## src/rtl/sprite_bus_pkg.sv

```systemverilog
// Shared definitions for the sprite register-write bus: register select
// codes, the writer state encoding and the buffered update record.
package sprite_bus_pkg;

    localparam logic [1:0] ADDR_X   = 2'b00;
    localparam logic [1:0] ADDR_Y   = 2'b01;
    localparam logic [1:0] ADDR_DIR = 2'b10;

    // Sprite index is carried wider than any practical NUM_SPRITES so the
    // record layout does not depend on the top-level parameters.
    localparam int SPRITE_IDX_W = 8;

    typedef enum logic [1:0] {
        ST_IDLE   = 2'd0,
        ST_WR_X   = 2'd1,
        ST_WR_Y   = 2'd2,
        ST_WR_DIR = 2'd3
    } writer_state_t;

    typedef struct packed {
        logic [SPRITE_IDX_W-1:0] sprite;
        logic [31:0]             x;
        logic [31:0]             y;
        logic [31:0]             dir;
    } update_rec_t;

endpackage

```

## src/rtl/sprite_req_fifo.sv

```systemverilog
// Synchronous FIFO of sprite update records. DEPTH must be a power of two
// (>= 2) so the read/write pointers wrap naturally.
module sprite_req_fifo
    import sprite_bus_pkg::*;
#(
    parameter int DEPTH = 4
) (
    input  logic        clk,
    input  logic        rst_n,
    input  logic        push,
    input  update_rec_t push_data,
    input  logic        pop,
    output update_rec_t pop_data,
    output logic        full,
    output logic        empty
);

    localparam int PTR_W = $clog2(DEPTH);
    localparam logic [PTR_W:0] FULL_CNT = (PTR_W + 1)'(DEPTH);

    update_rec_t      mem [DEPTH];
    logic [PTR_W-1:0] wr_ptr;
    logic [PTR_W-1:0] rd_ptr;
    logic [PTR_W:0]   count;
    logic             do_push;
    logic             do_pop;

    assign full     = (count == FULL_CNT);
    assign empty    = (count == '0);
    assign do_push  = push & ~full;
    assign do_pop   = pop & ~empty;
    assign pop_data = mem[rd_ptr];

    // Pointer and occupancy bookkeeping; simultaneous push/pop leaves count unchanged.
    always_ff @(posedge clk or negedge rst_n) begin
        if (!rst_n) begin
            wr_ptr <= '0;
            rd_ptr <= '0;
            count  <= '0;
        end else begin
            if (do_push) wr_ptr <= wr_ptr + 1'b1;
            if (do_pop)  rd_ptr <= rd_ptr + 1'b1;
            case ({do_push, do_pop})
                2'b10:   count <= count + 1'b1;
                2'b01:   count <= count - 1'b1;
                default: count <= count;
            endcase
        end
    end

    // Record storage; contents are only meaningful between push and pop.
    always_ff @(posedge clk) begin
        if (do_push) mem[wr_ptr] <= push_data;
    end

endmodule

```

## src/rtl/sprite_reg_writer.sv

```systemverilog
// Sprite register writer: buffers position updates and, only while vblank_i
// is high, drains each one as three write beats (X, Y, DIR) to the addressed
// sprite controller. Optional macro SPRITE_CLAMP_EN clamps X/Y to the visible
// area inset by HALF_SIZE on the way out.
module sprite_reg_writer
    import sprite_bus_pkg::*;
#(
    parameter int NUM_SPRITES = 4,
    parameter int FIFO_DEPTH  = 4,
    parameter int H_ACTIVE    = 640,
    parameter int V_ACTIVE    = 480,
    parameter int HALF_SIZE   = 16
) (
    input  logic                           clk,
    input  logic                           rst_n,
    input  logic                           req_valid_i,
    output logic                           req_ready_o,
    input  logic [$clog2(NUM_SPRITES)-1:0] req_sprite_i,
    input  logic [31:0]                    req_x_i,
    input  logic [31:0]                    req_y_i,
    input  logic [31:0]                    req_dir_i,
    input  logic                           vblank_i,
    output logic [NUM_SPRITES-1:0]         MW_o,
    output logic [1:0]                     address_o,
    output logic [31:0]                    data_o,
    output logic                           busy_o
);

`ifdef SPRITE_CLAMP_EN
    localparam logic [31:0] X_MIN = 32'(HALF_SIZE);
    localparam logic [31:0] X_MAX = 32'(H_ACTIVE - HALF_SIZE - 1);
    localparam logic [31:0] Y_MIN = 32'(HALF_SIZE);
    localparam logic [31:0] Y_MAX = 32'(V_ACTIVE - HALF_SIZE - 1);
`endif

    writer_state_t          state;
    writer_state_t          state_nxt;
    update_rec_t            req_rec;
    update_rec_t            fifo_out;
    update_rec_t            work;
    update_rec_t            src;
    logic                   fifo_full;
    logic                   fifo_empty;
    logic                   push;
    logic                   pop;
    logic [NUM_SPRITES-1:0] mw_nxt;
    logic [1:0]             addr_nxt;
    logic [31:0]            data_nxt;

    // One-hot strobe for a sprite index; out-of-range indices select nobody.
    function automatic logic [NUM_SPRITES-1:0] sprite_strobe(input logic [SPRITE_IDX_W-1:0] idx);
        logic [NUM_SPRITES-1:0] s;
        s = '0;
        for (int i = 0; i < NUM_SPRITES; i++) begin
            if (idx == SPRITE_IDX_W'(i)) s[i] = 1'b1;
        end
        return s;
    endfunction

    function automatic logic [31:0] clamp_x(input logic [31:0] v);
`ifdef SPRITE_CLAMP_EN
        if (v < X_MIN) return X_MIN;
        if (v > X_MAX) return X_MAX;
`endif
        return v;
    endfunction

    function automatic logic [31:0] clamp_y(input logic [31:0] v);
`ifdef SPRITE_CLAMP_EN
        if (v < Y_MIN) return Y_MIN;
        if (v > Y_MAX) return Y_MAX;
`endif
        return v;
    endfunction

    assign req_rec = '{sprite: SPRITE_IDX_W'(req_sprite_i),
                       x:      req_x_i,
                       y:      req_y_i,
                       dir:    req_dir_i};

    assign req_ready_o = ~fifo_full;
    assign push        = req_valid_i & ~fifo_full;
    // A new record may start only from IDLE or straight after the DIR beat.
    assign pop         = ((state == ST_IDLE) || (state == ST_WR_DIR)) & ~fifo_empty & vblank_i;
    assign busy_o      = ~fifo_empty | (state != ST_IDLE);

    sprite_req_fifo #(
        .DEPTH (FIFO_DEPTH)
    ) u_fifo (
        .clk       (clk),
        .rst_n     (rst_n),
        .push      (push),
        .push_data (req_rec),
        .pop       (pop),
        .pop_data  (fifo_out),
        .full      (fifo_full),
        .empty     (fifo_empty)
    );

    // State register.
    always_ff @(posedge clk or negedge rst_n) begin
        if (!rst_n) state <= ST_IDLE;
        else        state <= state_nxt;
    end

    // Next-state: fixed X->Y->DIR walk, with back-to-back restart out of DIR.
    always_comb begin
        state_nxt = state;
        case (state)
            ST_IDLE:   if (pop) state_nxt = ST_WR_X;
            ST_WR_X:   state_nxt = ST_WR_Y;
            ST_WR_Y:   state_nxt = ST_WR_DIR;
            ST_WR_DIR: state_nxt = pop ? ST_WR_X : ST_IDLE;
            default:   state_nxt = ST_IDLE;
        endcase
    end

    // Next beat contents; the X beat uses the record being popped this edge.
    always_comb begin
        src      = (state_nxt == ST_WR_X) ? fifo_out : work;
        mw_nxt   = '0;
        addr_nxt = ADDR_X;
        data_nxt = '0;
        case (state_nxt)
            ST_WR_X: begin
                mw_nxt   = sprite_strobe(src.sprite);
                addr_nxt = ADDR_X;
                data_nxt = clamp_x(src.x);
            end
            ST_WR_Y: begin
                mw_nxt   = sprite_strobe(src.sprite);
                addr_nxt = ADDR_Y;
                data_nxt = clamp_y(src.y);
            end
            ST_WR_DIR: begin
                mw_nxt   = sprite_strobe(src.sprite);
                addr_nxt = ADDR_DIR;
                data_nxt = src.dir;
            end
            default: ;
        endcase
    end

    // Working copy of the record being written, captured at pop.
    always_ff @(posedge clk) begin
        if (pop) work <= fifo_out;
    end

    // Registered bus outputs so each beat is stable for a whole clock period.
    always_ff @(posedge clk or negedge rst_n) begin
        if (!rst_n) begin
            MW_o      <= '0;
            address_o <= ADDR_X;
            data_o    <= '0;
        end else begin
            MW_o      <= mw_nxt;
            address_o <= addr_nxt;
            data_o    <= data_nxt;
        end
    end

endmodule

```

## config.mk

```make
export PLATFORM = sky130hd
export DESIGN_NAME = sprite_reg_writer
export DESIGN_NICKNAME = d
export VERILOG_FILES = /design/src/rtl/sprite_bus_pkg.sv /design/src/rtl/sprite_req_fifo.sv /design/src/rtl/sprite_reg_writer.sv
export SDC_FILE = /design/constraint.sdc
export NUM_CORES = 1
export LEC_CHECK = 0
export BUFFER_PORTS_ARGS = -buffer_cell sky130_fd_sc_hd__buf_2
export CAP_MARGIN = 20
export CORE_AREA = 2 2 209 211
export CTS_CLUSTER_SIZE = 14
export DETAILED_ROUTE_END_ITERATION = 16
export DIE_AREA = 0 0 211 213
export GPL_TIMING_DRIVEN = 0
export HOLD_SLACK_MARGIN = 0.06
export MAX_ROUTING_LAYER = met4
export PLACE_DENSITY = 0.66
export REMOVE_ABC_BUFFERS = 1
export SKIP_CTS_REPAIR_TIMING = 1
export SYNTH_ARGS = -nofsm -noshare
export SYNTH_HDL_FRONTEND = slang
export SYNTH_SLANG_ARGS = --single-unit
```

## constraint.sdc

```tcl
create_clock -name clk -period 8.6 [get_ports clk]
set_input_delay 0 -clock clk [delete_from_list [all_inputs] [get_ports clk]]
set_output_delay 0 -clock clk [all_outputs]
set_load 0.03 [all_outputs]
```

# Word level (Yosys, flattened, before mapping)
# Memory sizes are Yosys's and may differ from the RTL's.
# Cells that the tools add are included.
# totals
mem_bits_rw	392
wordCells	57
output_inout_bits	40
register_bits	151
memories	1
inputBits	102
# op_classes
reduce_logical	7
eq_ne	12
n_mux	14
n_bitwise	8
add_sub_neg	4
# memory_table
name	depth	width	rd	rd_ports_with_merged_regs	write_ports	line_no	text
u_fifo.mem	4	98	1	0	1	sprite_req_fifo.sv:21	update_rec_t mem [DEPTH];
# op_table
operator	n
2-to-1 mux 104 bit	1
one-hot mux 32 bit (3 select lines)	1
== test 8 x 2 -> 1 bit, second input constant	2
== test 2 bit, second input constant	5
== test 8 x 1 -> 1 bit, second input constant	1
logical NOT 8 bit	1
one-hot mux 2 bit (4 select lines)	1
2-to-1 mux 1 bit	7
== test 2 x 1 -> 1 bit, second input constant	3
one-hot mux 3 bit (2 select lines)	1
AND 1 bit	5
adder 2 x 1 -> 2 bit, second input constant	2
2-to-1 mux 4 bit	1
one-hot mux 2 bit (2 select lines)	1
nonzero test 2 bit	2
adder 3 x 1 -> 3 bit, second input constant	1
== test 3 bit, second input constant	1
logical NOT 3 bit	1
OR reduction 3 bit	1
subtractor 3 x 1 -> 3 bit, second input constant	1
logical NOT 2 bit	1
2-to-1 mux 2 bit	1
inverter 1 bit	2
logical OR 1 bit	1
OR 1 bit	1

# Depth between registers and ports, before layout
# logic_depth
word_depth	11
ltp_mapped	10
depth_no_buf	10

# Cells and area by module
# From an unflattened synthesis, not the netlist that was laid out.
# hier_totals
hier_cells	878
hier_area_um2	19752.7
# by_module_without_submodules
mod	instances	cells_each	area_each_um2
sprite_req_fifo	1	582	15417.3
sprite_reg_writer	1	296	4335.4

# Least setup slack after synthesis
# No wires, ideal clock.
# synth_path
path_type	flip-flop to flip-flop
startpoint	register state[0]
endpoint	register u_fifo.rd_ptr[1]
required_ns	8.463
stages_incl_launch_ff	7
arrival_time_ns	4.297
setup_time_ns	0.137
slack_ns	4.166
path_cell_list	dfrtp_1 -> inv_1 -> ha_1 -> nand2b_1 -> nor2_1 -> nand2_1 -> xnor2_1
# synth_between
elab_chain_len	5
# synth_rtl
item	line_no	text
start: declaration	sprite_reg_writer.sv:36	writer_state_t state;
start signal: assignment	sprite_reg_writer.sv:103	else state <= state_nxt;
== test 2 bit / logical NOT 2 bit (equally long branches)	sprite_reg_writer.sv:84	assign pop = ((state == ST_IDLE) || (state == ST_WR_DIR)) & ~fifo_empty & vblank_i;
logical OR 1 bit (*)	sprite_reg_writer.sv:84	
AND 1 bit (*) (2 in a row)	sprite_reg_writer.sv:84	
net pop	sprite_reg_writer.sv:45	logic pop;
AND 1 bit (*)	sprite_req_fifo.sv:31	assign do_pop = pop & ~empty;
end signal: assignment	sprite_req_fifo.sv:42	if (do_pop) rd_ptr <= rd_ptr + 1'b1;
end: declaration	sprite_req_fifo.sv:23	logic [PTR_W-1:0] rd_ptr;
# The timed path passes the listed nets; every way through them passes the cells marked *.
# A chain may end at the register's enable or synchronous reset.

# Final worst setup path
# Same ends and word-level chain as after synthesis.

==> results.sh <==
export IMPL_synth_simple_gate_area_share_pct=1.24
export IMPL_synthAdderAreaFrac_pct=0.846
export IMPL_slew_viol_final=0
export IMPL_synth_largest_area_cell="edfxtp_1"
export IMPL_ioPinCount=142
export IMPL_initial_core_util_pct=43.6
export IMPL_grt_max_degree=54
export IMPL_drtIter0Drc=690
export IMPL_crit_fanout=24
export IMPL_ys_types=31
export IMPL_syn_area_sq_um=18600
export IMPL_drt_wl_total_microns=37500
export IMPL_cts_tree="yes"
export IMPL_cts_num_sinks=505
export IMPL_dieArea_sq_um=44900
export IMPL_critPathKind="reg -> reg"
export IMPL_core_sq_um=42700
export IMPL_cp_end_kind="flip-flop"
export IMPL_synth_top_family_by_area="multiplexers"
export IMPL_portBuffers=141
export IMPL_ant_nets=0
export IMPL_drive_gt1_share_pct=30.4
export IMPL_r2r_setup_slack_ns=5.72
export IMPL_synthToLayoutAreaGrowth_pct=23.2
export IMPL_nets=1215
export IMPL_met1_usage_pct=23.2
export IMPL_cts_buffers=52
export IMPL_rsz0062_at_grt="false"
export IMPL_grt_util_met2_pct=27.5
export IMPL_hold_viol=0
export IMPL_fmaxAchievable_mhz=347
export IMPL_synth_area_leaders="edfxtp_1 74%, mux4_2 12%, dfrtp_1 6.3%, a221oi_1 1.5%, a22o_1 1.5%"
export IMPL_worst_slew_pin_transition_ns=0.931
export IMPL_setup_viol=0
export IMPL_netlist_instances=831
export IMPL_grt_overflow_total=0
export IMPL_dieWidth_microns=211
export IMPL_p_per_area_nw_per_um2=363
export IMPL_synth_warnings=0
export IMPL_track_usage_pct=17.4
export IMPL_grt_antenna_before_repair=2
export IMPL_synth_mux_area_share_pct=12.0
export IMPL_placed_area_sq_um=20200
export IMPL_grt_pass1_wl_microns=55900
export IMPL_holdWs_ns=0.170
export IMPL_synth_top_area_share_pct=73.8
export IMPL_drc=0
export IMPL_htreeDepth=2
export IMPL_wl_per_cell_microns=22.2
export IMPL_total_power_w=0.00833
export IMPL_drtPass1Iterations=5
export IMPL_grt_pass1_vias=9292
export IMPL_fin_skew_ns=0.0184
export IMPL_clockBufferDepth=3
export IMPL_row_count=76
export IMPL_cp_start_kind="flip-flop"
export IMPL_required_ns=9.06
export IMPL_grt_busiest_layer="met2"
export IMPL_clock_latency_ns=0.58
export IMPL_setup_tns_ns=0
export IMPL_relSlewSlack_pct=37.8
export IMPL_synth_compound_area_share_pct=4.07
export IMPL_avgSynthCellArea_sq_um=22.4
export IMPL_fin_ws_ns=5.72
export IMPL_viasPerCell=5.38
export IMPL_dpl_hpwl_microns=20800
export IMPL_cts_root_buf="clkbuf_16"
export IMPL_die_height_microns=213
export IMPL_stdcell_area_sq_um=23000
export IMPL_ir_drop_mv=0.239
export IMPL_drv_cap=0
export IMPL_gp_congestion=0.679
export IMPL_status="finished clean"
export IMPL_leakage_nw=7.95
export IMPL_arrival_ns=3.34
export IMPL_synthXorXnorAreaFrac_pct=0.282
export IMPL_use_met3_pct=3.60
export IMPL_ys_ff_latch=505
export IMPL_min_path_type="in -> reg"
export IMPL_place_ws_ns=5.72
export IMPL_period_needed_ns=2.88
export IMPL_clkTransAtPathRegs_ns=0.06
export IMPL_yosysSeqAreaShare_pct=80.1
export IMPL_num_vias=9095
export IMPL_finalCritPeriodShare_pct=33.5
## per-layer routing
metal / vias up / wire, microns
met1: 4762 / 16500
met2: 244 / 18400
met4: 0 / 698
met3: 56 / 1940
met5: - / 0
li1: 4033 / -
## synthesized netlist by cell type
cell type  count
or3b_2         1
buf_6          7
clkbuf_2       1
xor2_1         3
o31ai_1        2
nand2b_1       4
buf_1          7
nand3_1        2
mux4_2        98
inv_1          8
buf_4          4
nand2_1       37
o21ai_1       32
mux2_2         1
mux2i_1        2
clkbuf_1      20
ha_1          11
o22ai_1        2
a22o_1        32
buf_2          5
edfxtp_1     458
nor3_1         1
and3_1         4
and2_1         1
a221oi_1      32
xnor2_1        3
a21oi_1        1
nor2_1         3
o21ai_0        1
dfrtp_1       47
fa_1           1
## through the flow
stage | util, % | std cells
global placement | 46.3 | 1474
global route | 53.8 | 1691
finish | 53.8 | 1691
detailed placement | 47.4 | 1490
CTS | 51.3 | 1586
floorplan | - | 787
## final cells by class
cell class                 count  area (sq um)
sequential                   505         14900
inverter                       8          30.0
timing repair buffer         260          2130
antenna                        2          5.00
clock inverter                28           268
tap                          546           683
fill                        3309         19700
multi-input combinational    274          3490
clock buffer                  68          1420
## registers in the layout, indices dropped and copies added (netlist names)
register       cells
u_fifo.wr_ptr      2
work              66
data_o            32
u_fifo.rd_ptr      2
u_fifo.mem       392
u_fifo.count       3
address_o          2
MW_o               4
state              2
## report_power, final
part	switching (W)	internal (W)
clock network	0.000899	0.00131
registers	0.000258	0.00344
logic	0.00139	0.00103
total	0.00255	0.00578
## critical path, cell delays in order, from the launching register on
cell      delay, ns
dfrtp_1        0.48
inv_1          0.18
ha_2           0.52
nand2b_1       0.30
nor2_4         0.73
buf_12         0.28
nand2_1        0.09
xnor2_1        0.15
## path summary, 6_finish.rpt
path / cells past startpoint / startpoint / end
worst min-delay path: 2 / req_dir_i[30] / u_fifo.mem[1][30]
worst min register to register: 1 / u_fifo.count[2] / u_fifo.count[2]
worst max-delay path: 7 / state[0] / u_fifo.rd_ptr[1]
min in group asynchronous: 4 / rst_n / data_o[23]
max in group asynchronous: 4 / rst_n / data_o[25]
worst max register to register: 7 / state[0] / u_fifo.rd_ptr[1]
## layout by cell type (no fill, tap or decap), drive strengths merged, types with 4 or more instances in the layout
master,n
edfxtp,458
buf,158
dlygate4sd3,102
mux4,98
clkbuf,68
dfrtp,47
nand2,37
o21ai,33
a221oi,32
a22o,32
clkinv,21
ha,11
inv,10
bufinv,5
and3,4
nand2b,4
## cell families after synthesis
family                     after synthesis
DFF                                    505
AOI/OAI and AO/OA                      102
muxes                                  101
and+or+nand+nor                         53
buffers and inverters                   52
adders and majority gates               12
xor gates and xnor gates                 6
Power figures use the tool's default switching activity.
